### config.mk
export PLATFORM = sky130hd
export DESIGN_NAME = branch_predictor_gshare
export DESIGN_NICKNAME = d
export VERILOG_FILES = /design/src/rtl/bp_pkg.sv /design/src/rtl/bp_pht.sv /design/src/rtl/branch_predictor_gshare.sv
export SDC_FILE = /design/constraint.sdc
export NUM_CORES = 2
export LEC_CHECK = 0
export ABC_AREA = 1
export CORE_MARGIN = 5
export CORE_UTILIZATION = 58
export DETAILED_ROUTE_END_ITERATION = 16
export PLACE_DENSITY = 0.89
export RECOVER_POWER = 25
export REMOVE_ABC_BUFFERS = 1
export SYNTH_ARGS = -nofsm -noshare
export SYNTH_HDL_FRONTEND = slang
export SYNTH_SLANG_ARGS = --single-unit
### constraint.sdc
create_clock -name clk -period 3.23 [get_ports clk]
set_input_delay 0.646 -clock clk [delete_from_list [all_inputs] [get_ports clk]]
set_output_delay 0.646 -clock clk [all_outputs]
set_load 0.005 [all_outputs]
### src/rtl/bp_pkg.sv
// Shared encodings and helpers for the branch predictor: 2-bit counter states,
// predictor mode selectors and the saturating counter step.
package bp_pkg;

    localparam logic [1:0] SNT = 2'b00;
    localparam logic [1:0] WNT = 2'b01;
    localparam logic [1:0] WT  = 2'b10;
    localparam logic [1:0] ST  = 2'b11;

    localparam int BP_BIMODAL = 0;
    localparam int BP_GSHARE  = 1;

    // Step a 2-bit counter toward the resolved direction, clamping at SNT/ST.
    function automatic logic [1:0] sat2_next(input logic [1:0] cnt, input logic taken);
        logic [1:0] nxt;
        if (taken) begin
            nxt = (cnt == ST) ? ST : cnt + 2'd1;
        end else begin
            nxt = (cnt == SNT) ? SNT : cnt - 2'd1;
        end
        return nxt;
    endfunction

endpackage

### src/rtl/bp_pht.sv
// Pattern history table: 2^IDX_W flop-based 2-bit counters with one
// combinational read port and one registered read-modify-write training port.
module bp_pht
    import bp_pkg::*;
#(
    parameter int         IDX_W    = 10,
    parameter logic [1:0] INIT_CNT = WNT
) (
    input  logic             clk,
    input  logic             rst,
    input  logic [IDX_W-1:0] rd_idx_i,
    output logic [1:0]       rd_cnt_o,
    input  logic             wr_en_i,
    input  logic [IDX_W-1:0] wr_idx_i,
    input  logic             wr_taken_i
);

    localparam int ENTRIES = 2 ** IDX_W;

    logic [1:0] mem_q [ENTRIES];

    // Reads see the pre-update value when they hit the entry being trained.
    assign rd_cnt_o = mem_q[rd_idx_i];

    always_ff @(posedge clk) begin
        if (rst) begin
            for (int i = 0; i < ENTRIES; i++) begin
                mem_q[i] <= INIT_CNT;
            end
        end else if (wr_en_i) begin
            mem_q[wr_idx_i] <= sat2_next(mem_q[wr_idx_i], wr_taken_i);
        end
    end

endmodule

### src/rtl/branch_predictor_gshare.sv
// D-stage branch predictor (bimodal or gshare) with a speculative global
// history register repaired from M-stage resolution, plus saturating perf counters.
module branch_predictor_gshare
    import bp_pkg::*;
#(
    parameter int         PHT_IDX_W = 10,
    parameter int         GHR_W     = 8,
    parameter int         MODE      = BP_GSHARE,
    parameter logic [1:0] INIT_CNT  = WNT,
    parameter int         PERF_W    = 32
) (
    input  logic                 clk,
    input  logic                 rst,
    input  logic                 pred_req_i,
    input  logic [31:0]          pred_pc_i,
    input  logic                 pred_stall_i,
    input  logic                 pred_flush_i,
    output logic                 pred_take_o,
    output logic [PHT_IDX_W-1:0] pred_idx_o,
    output logic [GHR_W-1:0]     pred_ghr_o,
    input  logic                 upd_valid_i,
    input  logic [PHT_IDX_W-1:0] upd_idx_i,
    input  logic [GHR_W-1:0]     upd_ghr_i,
    input  logic                 upd_taken_i,
    input  logic                 upd_mispredict_i,
    output logic [PERF_W-1:0]    perf_branch_o,
    output logic [PERF_W-1:0]    perf_miss_o
);

    logic [GHR_W-1:0]     ghr_q, ghr_d;
    logic [GHR_W-1:0]     ghr_repair, ghr_shift;
    logic [PHT_IDX_W-1:0] pc_idx, ghr_ext, idx;
    logic [1:0]           rd_cnt;
    logic [PERF_W-1:0]    perf_branch_q, perf_branch_d;
    logic [PERF_W-1:0]    perf_miss_q, perf_miss_d;
    logic                 miss;
    logic                 unused_pc;

    assign unused_pc = ^{pred_pc_i[31:PHT_IDX_W+2], pred_pc_i[1:0]};

    assign pc_idx  = pred_pc_i[PHT_IDX_W+1:2];
    assign ghr_ext = PHT_IDX_W'(ghr_q);
    assign idx     = (MODE == BP_GSHARE) ? (pc_idx ^ ghr_ext) : pc_idx;

    bp_pht #(
        .IDX_W    (PHT_IDX_W),
        .INIT_CNT (INIT_CNT)
    ) u_pht (
        .clk        (clk),
        .rst        (rst),
        .rd_idx_i   (idx),
        .rd_cnt_o   (rd_cnt),
        .wr_en_i    (upd_valid_i),
        .wr_idx_i   (upd_idx_i),
        .wr_taken_i (upd_taken_i)
    );

    assign pred_take_o = rd_cnt[1];
    assign pred_idx_o  = idx;
    assign pred_ghr_o  = ghr_q;

    // A one-bit history has nothing to shift; the new outcome simply replaces it.
    if (GHR_W == 1) begin : g_ghr1
        logic unused_upd_ghr;
        assign unused_upd_ghr = upd_ghr_i[0];
        assign ghr_repair     = upd_taken_i;
        assign ghr_shift      = pred_take_o;
    end else begin : g_ghrn
        logic unused_upd_ghr;
        assign unused_upd_ghr = upd_ghr_i[GHR_W-1];
        assign ghr_repair     = {upd_ghr_i[GHR_W-2:0], upd_taken_i};
        assign ghr_shift      = {ghr_q[GHR_W-2:0], pred_take_o};
    end

    assign miss = upd_valid_i & upd_mispredict_i;

    // Repair wins over the D-stage shift: that D-stage branch is on the wrong path.
    always_comb begin
        ghr_d = ghr_q;
        if (miss) begin
            ghr_d = ghr_repair;
        end else if (pred_req_i && !pred_stall_i && !pred_flush_i) begin
            ghr_d = ghr_shift;
        end
    end

    always_comb begin
        perf_branch_d = perf_branch_q;
        perf_miss_d   = perf_miss_q;
        if (upd_valid_i && (perf_branch_q != '1)) begin
            perf_branch_d = perf_branch_q + 1'b1;
        end
        if (miss && (perf_miss_q != '1)) begin
            perf_miss_d = perf_miss_q + 1'b1;
        end
    end

    always_ff @(posedge clk) begin
        if (rst) begin
            ghr_q         <= '0;
            perf_branch_q <= '0;
            perf_miss_q   <= '0;
        end else begin
            ghr_q         <= ghr_d;
            perf_branch_q <= perf_branch_d;
            perf_miss_q   <= perf_miss_d;
        end
    end

    assign perf_branch_o = perf_branch_q;
    assign perf_miss_o   = perf_miss_q;

endmodule

==> impl_metrics.env, run 1 <==
export IMPL_std_cell_rows=164
export IMPL_synth_edf_count=2048
export IMPL_synth_warnings=0
export IMPL_dpl_instance_area_um2=132000
export IMPL_htree_levels=4
export IMPL_io_buffers=117
export IMPL_error="[ERROR GRT-0232] Routing congestion too high. Check the congestion heatmap in the GUI."
export IMPL_ioPinCount=141
export IMPL_die_height_um=457
export IMPL_synth_cell_types=36
export IMPL_grt_use_total=0.715
export IMPL_cts_root_buf="clkbuf_16"
export IMPL_worst_endpoint_kind="output port"
export IMPL_grt_max_degree=150
export IMPL_initial_core_util=0.581
export IMPL_cts_buffers=212
export IMPL_syn_area_um2=116000
export IMPL_status="stopped before the end"
export IMPL_ys_async_sr_fraction=0
export IMPL_grt_overflow=849
export IMPL_stop_stage="global routing (5_1_grt)"
export IMPL_crit_endpoint="pred_take_o"
export IMPL_ys_flop_type="edfxtp_1"
export IMPL_cts_sinks=2120
export IMPL_synthCells=14081
export IMPL_yosysSeqAreaShare=0.544
export IMPL_synth_seq_cells=2120
export IMPL_die_w_um=457
export IMPL_dpl_hpwl_um=304000
export IMPL_dp_slack_ns=-1.78
export IMPL_place_congestion=1.03
export IMPL_clockBufferDepth=3
export IMPL_syn_area_per_cell_um2=8.21
-- layer usage --
metal,GRT overflow,track usage
met5,9,0.497
met4,289,0.692
met3,89,0.673
met2,373,0.803
met1,89,0.694
-- logic make-up after synthesis --
logic type,after synthesis,share of synthesized area
AND/OR/NAND/NOR,6964,0.251
buffers and inverters,3221,0.108
adder cells (fa/ha/maj),2,0.000216
XOR/XNOR,16,0.00121
flip-flops,2120,0.544
AO/OA/AOI/OAI,1758,0.0946
-- stage by stage --
stage / std cells / TNS [ns]
after CTS: 17837 / -430.37
after detailed placement: 17299 / -3923.32
after floorplan: 12941 / -
after global placement: 17299 / -3732.29
-- timing repair --
action | 4_1_cts
hold buffers | 0
cloned | 59
resized for setup | 413
endpoints found under the setup margin | 2057
buffers inserted | 82
pin swaps | 67
-- cells in the mapped netlist, types with 58 or more instances --
cell,number,share of area
buf_1,109,0.0035
edfxtp_1,2048,0.53
a22oi_1,569,0.037
a21oi_1,321,0.014
nand2_1,2491,0.081
buf_2,271,0.012
or2_2,94,0.0051
nand4_1,58,0.0031
inv_1,2050,0.067
dfxtp_1,72,0.012
o211ai_1,109,0.0071
clkbuf_1,728,0.024
nor2_1,2321,0.075
nand3_1,1921,0.083
o21ai_0,401,0.017
o22ai_1,320,0.017
==> run 2, diff against run 1 <==
--- a/config.mk
+++ b/config.mk
@@ -7,9 +7,9 @@
 export LEC_CHECK = 0
 export ABC_AREA = 1
 export CORE_MARGIN = 5
-export CORE_UTILIZATION = 58
+export CORE_UTILIZATION = 40
 export DETAILED_ROUTE_END_ITERATION = 16
-export PLACE_DENSITY = 0.89
+export PLACE_DENSITY_LB_ADDON = 0.15
 export RECOVER_POWER = 25
 export REMOVE_ABC_BUFFERS = 1
 export SYNTH_ARGS = -nofsm -noshare
==> constraint.sdc (replaced) <==
create_clock -name clk -period 4.2 [get_ports clk]
set_input_delay 0.84 -clock clk [delete_from_list [all_inputs] [get_ports clk]]
set_output_delay 0.84 -clock clk [all_outputs]
set_load 0.005 [all_outputs]
==> run 2 against run 1 <==
Against the previous run:
- the flow now finishes, with violations (capacitance limit, slew limit, setup timing)
- synthesized area stayed put
- synthesized cell count unchanged
==> impl_metrics.env, run 2 <==
export IMPL_status="finished, violations left"
export IMPL_violations="capacitance limit, slew limit, setup timing"
export IMPL_synthTopCellsByArea="edfxtp_1 (53%), nand3_1 (8.3%), nand2_1 (8.1%), nor2_1 (7.5%), inv_1 (6.7%)"
export IMPL_largest_register_ffs=2048
export IMPL_grt_overflow=0
export IMPL_power_switching_mw=16.4
export IMPL_fin_crit_sh=1.06
export IMPL_p_clk_frac=0.387
export IMPL_cp_start_kind="input port"
export IMPL_whs_ns=0.492
export IMPL_sw_frac_of_total=0.295
export IMPL_die_height_um=548
export IMPL_synth_cell_types=36
export IMPL_ioPinCount=141
export IMPL_worstSetupPathType="input port to flop"
export IMPL_grt_use_total=0.333
export IMPL_wl_met1_um=192000
export IMPL_initial_core_util=0.402
export IMPL_cts_sinks=2120
export IMPL_dr_wl_met3_um=72800
export IMPL_final_cells=18680
export IMPL_crit_top_cell="buf_4"
export IMPL_std_cell_rows=197
export IMPL_cap_violations=6
export IMPL_p_seq_frac=0.425
export IMPL_finalWirelength_um=522000
export IMPL_synth_warnings=0
export IMPL_crit_required_ns=4.84
export IMPL_internal_power_mw=39.2
export IMPL_clockBufferDepth=4
export IMPL_yosysMostFrequentCell="nand2_1"
export IMPL_cpMaxStageDelayCell="nand2_1"
export IMPL_ys_async_sr_fraction=0
export IMPL_ir_drop_uv=360
export IMPL_wl_per_cell_um=28.0
export IMPL_max_slew_margin_rel=-0.495
export IMPL_worst_slack_ns=-0.234
export IMPL_met2_wirelength_um=225000
export IMPL_placed_cells=18072
export IMPL_nets=14730
export IMPL_syn_area_per_cell_um2=8.21
export IMPL_powerDensity_nw_per_um2=392
export IMPL_cts_root_buf="clkbuf_16"
export IMPL_clk_pin_slew_ns=0.06
export IMPL_antenna_found_initial=33
export IMPL_ff2ff_setup_slack_ns=0.66
export IMPL_drtIter0Drc=18390
export IMPL_synth_seq_cells=2120
export IMPL_fin_area_um2=142000
export IMPL_vias_per_cell=5.95
export IMPL_fill_cells=26841
export IMPL_grt_max_degree=98
export IMPL_ant_nets=0
export IMPL_tightest_slew_ns=2.24
export IMPL_synth_edf_count=2048
export IMPL_dpl_instance_area_um2=131000
export IMPL_yosysSeqAreaShare=0.544
export IMPL_place_congestion=0.945
export IMPL_synth_top_cell_by_area="edfxtp_1"
export IMPL_cts_buffers=242
export IMPL_ys_flop_type="edfxtp_1"
export IMPL_critPathMaxFanout=14
export IMPL_die_area_um2=300000
export IMPL_setup_viol_count_final=2187
export IMPL_slowest_delay_ns=0.45
export IMPL_htree_levels=4
export IMPL_grt_pass1_vias=104249
export IMPL_dr_pass1_iters=9
export IMPL_layout_commonest_cell="nand2_1"
export IMPL_fin_skew_ns=0.0761
export IMPL_grt_pass1_wl_um=731000
export IMPL_p_leak_nw=50.8
export IMPL_regMostFlops="u_pht.mem_q"
export IMPL_power_mw=55.6
export IMPL_cp_arrival_ns=5.08
export IMPL_netlist_top_cells_count="nand2_1 (2491), nor2_1 (2321), inv_1 (2050)"
export IMPL_slew_violations=232
export IMPL_final_cell_mix="nand2_1 (2458), nor2_1 (2299), edfxtp_1 (2048)"
export IMPL_cp_end_kind="flop"
export IMPL_worstSkewPairLatency_ns=0.97
export IMPL_cts_hold_buf=0
export IMPL_rsz0062_at_grt="yes"
export IMPL_via_count=111189
export IMPL_combPwrFrac=0.188
export IMPL_dpl_hpwl_um=332000
export IMPL_top_layer="met5"
export IMPL_drive_gt1_frac=0.136
export IMPL_tritoncts="yes"
export IMPL_finalHoldViolCount=0
export IMPL_timing_fmax_mhz=226
export IMPL_syn_area_um2=116000
export IMPL_die_w_um=548
export IMPL_synthToLayoutAreaGrowth_pct=22.7
export IMPL_worstPathCellList="clkdlybuf4s50_1 -> buf_4 -> buf_4 -> nand2_1 -> inv_4 -> buf_12 -> buf_4 -> o21ai_0 -> buf_4 -> nand4_1 -> o21ai_0 -> buf_4 -> nand4_1 -> nand2_1 -> nand2_1 -> nor2_2 -> nand3b_1 -> nand2_4 -> buf_12 -> buf_16 -> bufbuf_16 -> nand3_1"
export IMPL_route_detailed_drc=0
export IMPL_min_period_ns=4.43
export IMPL_core_um2=288000
export IMPL_synth_top_area_share=0.532
export IMPL_io_buffers=117
export IMPL_min_path_type="flop to flop"
export IMPL_synthCells=14081
run 2: critical path, delay by kind of cell:
kind            cells  cell delay, ns
simple gates        9            1.38
compound gates      2            0.43
buf+inv            11            2.36
run 2: power by group through the flow:
stage	Combinational (mW)	Sequential, mW	Clock (mW)
floorplan	5.15	24.1	0
finish	10.5	23.6	21.5
CTS	9.96	23.6	21.6
global placement	9.17	24.1	0
detailed placement	9.25	24.1	0
global route	10.8	23.6	22.5
run 2: worst paths after layout:
path	start	end	cells after the start
max	upd_idx_i[2]	u_pht.mem_q[104][0]$_SDFFCE_PN1P_	22
min	perf_branch_o[31]$_SDFFE_PP0P_	perf_branch_o[31]$_SDFFE_PP0P_	2
max reg2reg	u_pht.mem_q[690][1]$_SDFFCE_PN0P_	u_pht.mem_q[104][0]$_SDFFCE_PN1P_	18
min reg2reg	perf_branch_o[31]$_SDFFE_PP0P_	perf_branch_o[31]$_SDFFE_PP0P_	2
run 2: metrics by stage:
stage	setup WS [ns]	TNS, ns	util
floorplan	-36.45	-	-
global placement	-1.63	-3151.97	0.455
detailed placement	-1.64	-3176.30	0.455
CTS	-0.200	-0.200	0.490
global route	-0.236	-188.41	0.493
finish	-0.234	-254.22	0.493
run 2: final cells by class:
type,count,area [µm²],area share
Sequential cell,2120,62900,0.444
Multi-Input combinational cell,8740,41300,0.291
Timing Repair inverter,1,8.76,0.0000617
Inverter,2081,7920,0.0558
Clock inverter,157,1470,0.0104
Clock buffer,287,6340,0.0447
Timing Repair Buffer,1484,17100,0.121
Tap cell,3781,4730,0.0333
Antenna cell,29,72.6,0.000512
run 2: cell families (layout without fill, tap and decap cells):
group,Yosys count,after routing,share of synthesized area
other,0,29,0
and+or+nand+nor,6964,6964,0.251
buffers and inverters,3221,4010,0.108
xor gates and xnor gates,16,16,0.00121
DFF,2120,2120,0.544
AOI/OAI and AO/OA,1758,1758,0.0946
adders and majority gates,2,2,0.000216
run 2: per-layer routing:
| metal | GRT usage | vias up |
|---|---|---|
| met5 | 0 | - |
| met4 | 0.179 | 9 |
| met3 | 0.0878 | 1494 |
| met2 | 0.498 | 8150 |
| met1 | 0.441 | 53620 |
| li1 | - | 47916 |
run 2: what timing repair did:
action,CTS,global route
pin swaps,30,54
endpoints found under the setup margin,2049,2025
cloned,28,11
hold endpoints to repair,0,0
buffers inserted,68,42
resized for setup,247,167
Note: power is estimated with default switching activity, not from simulation.
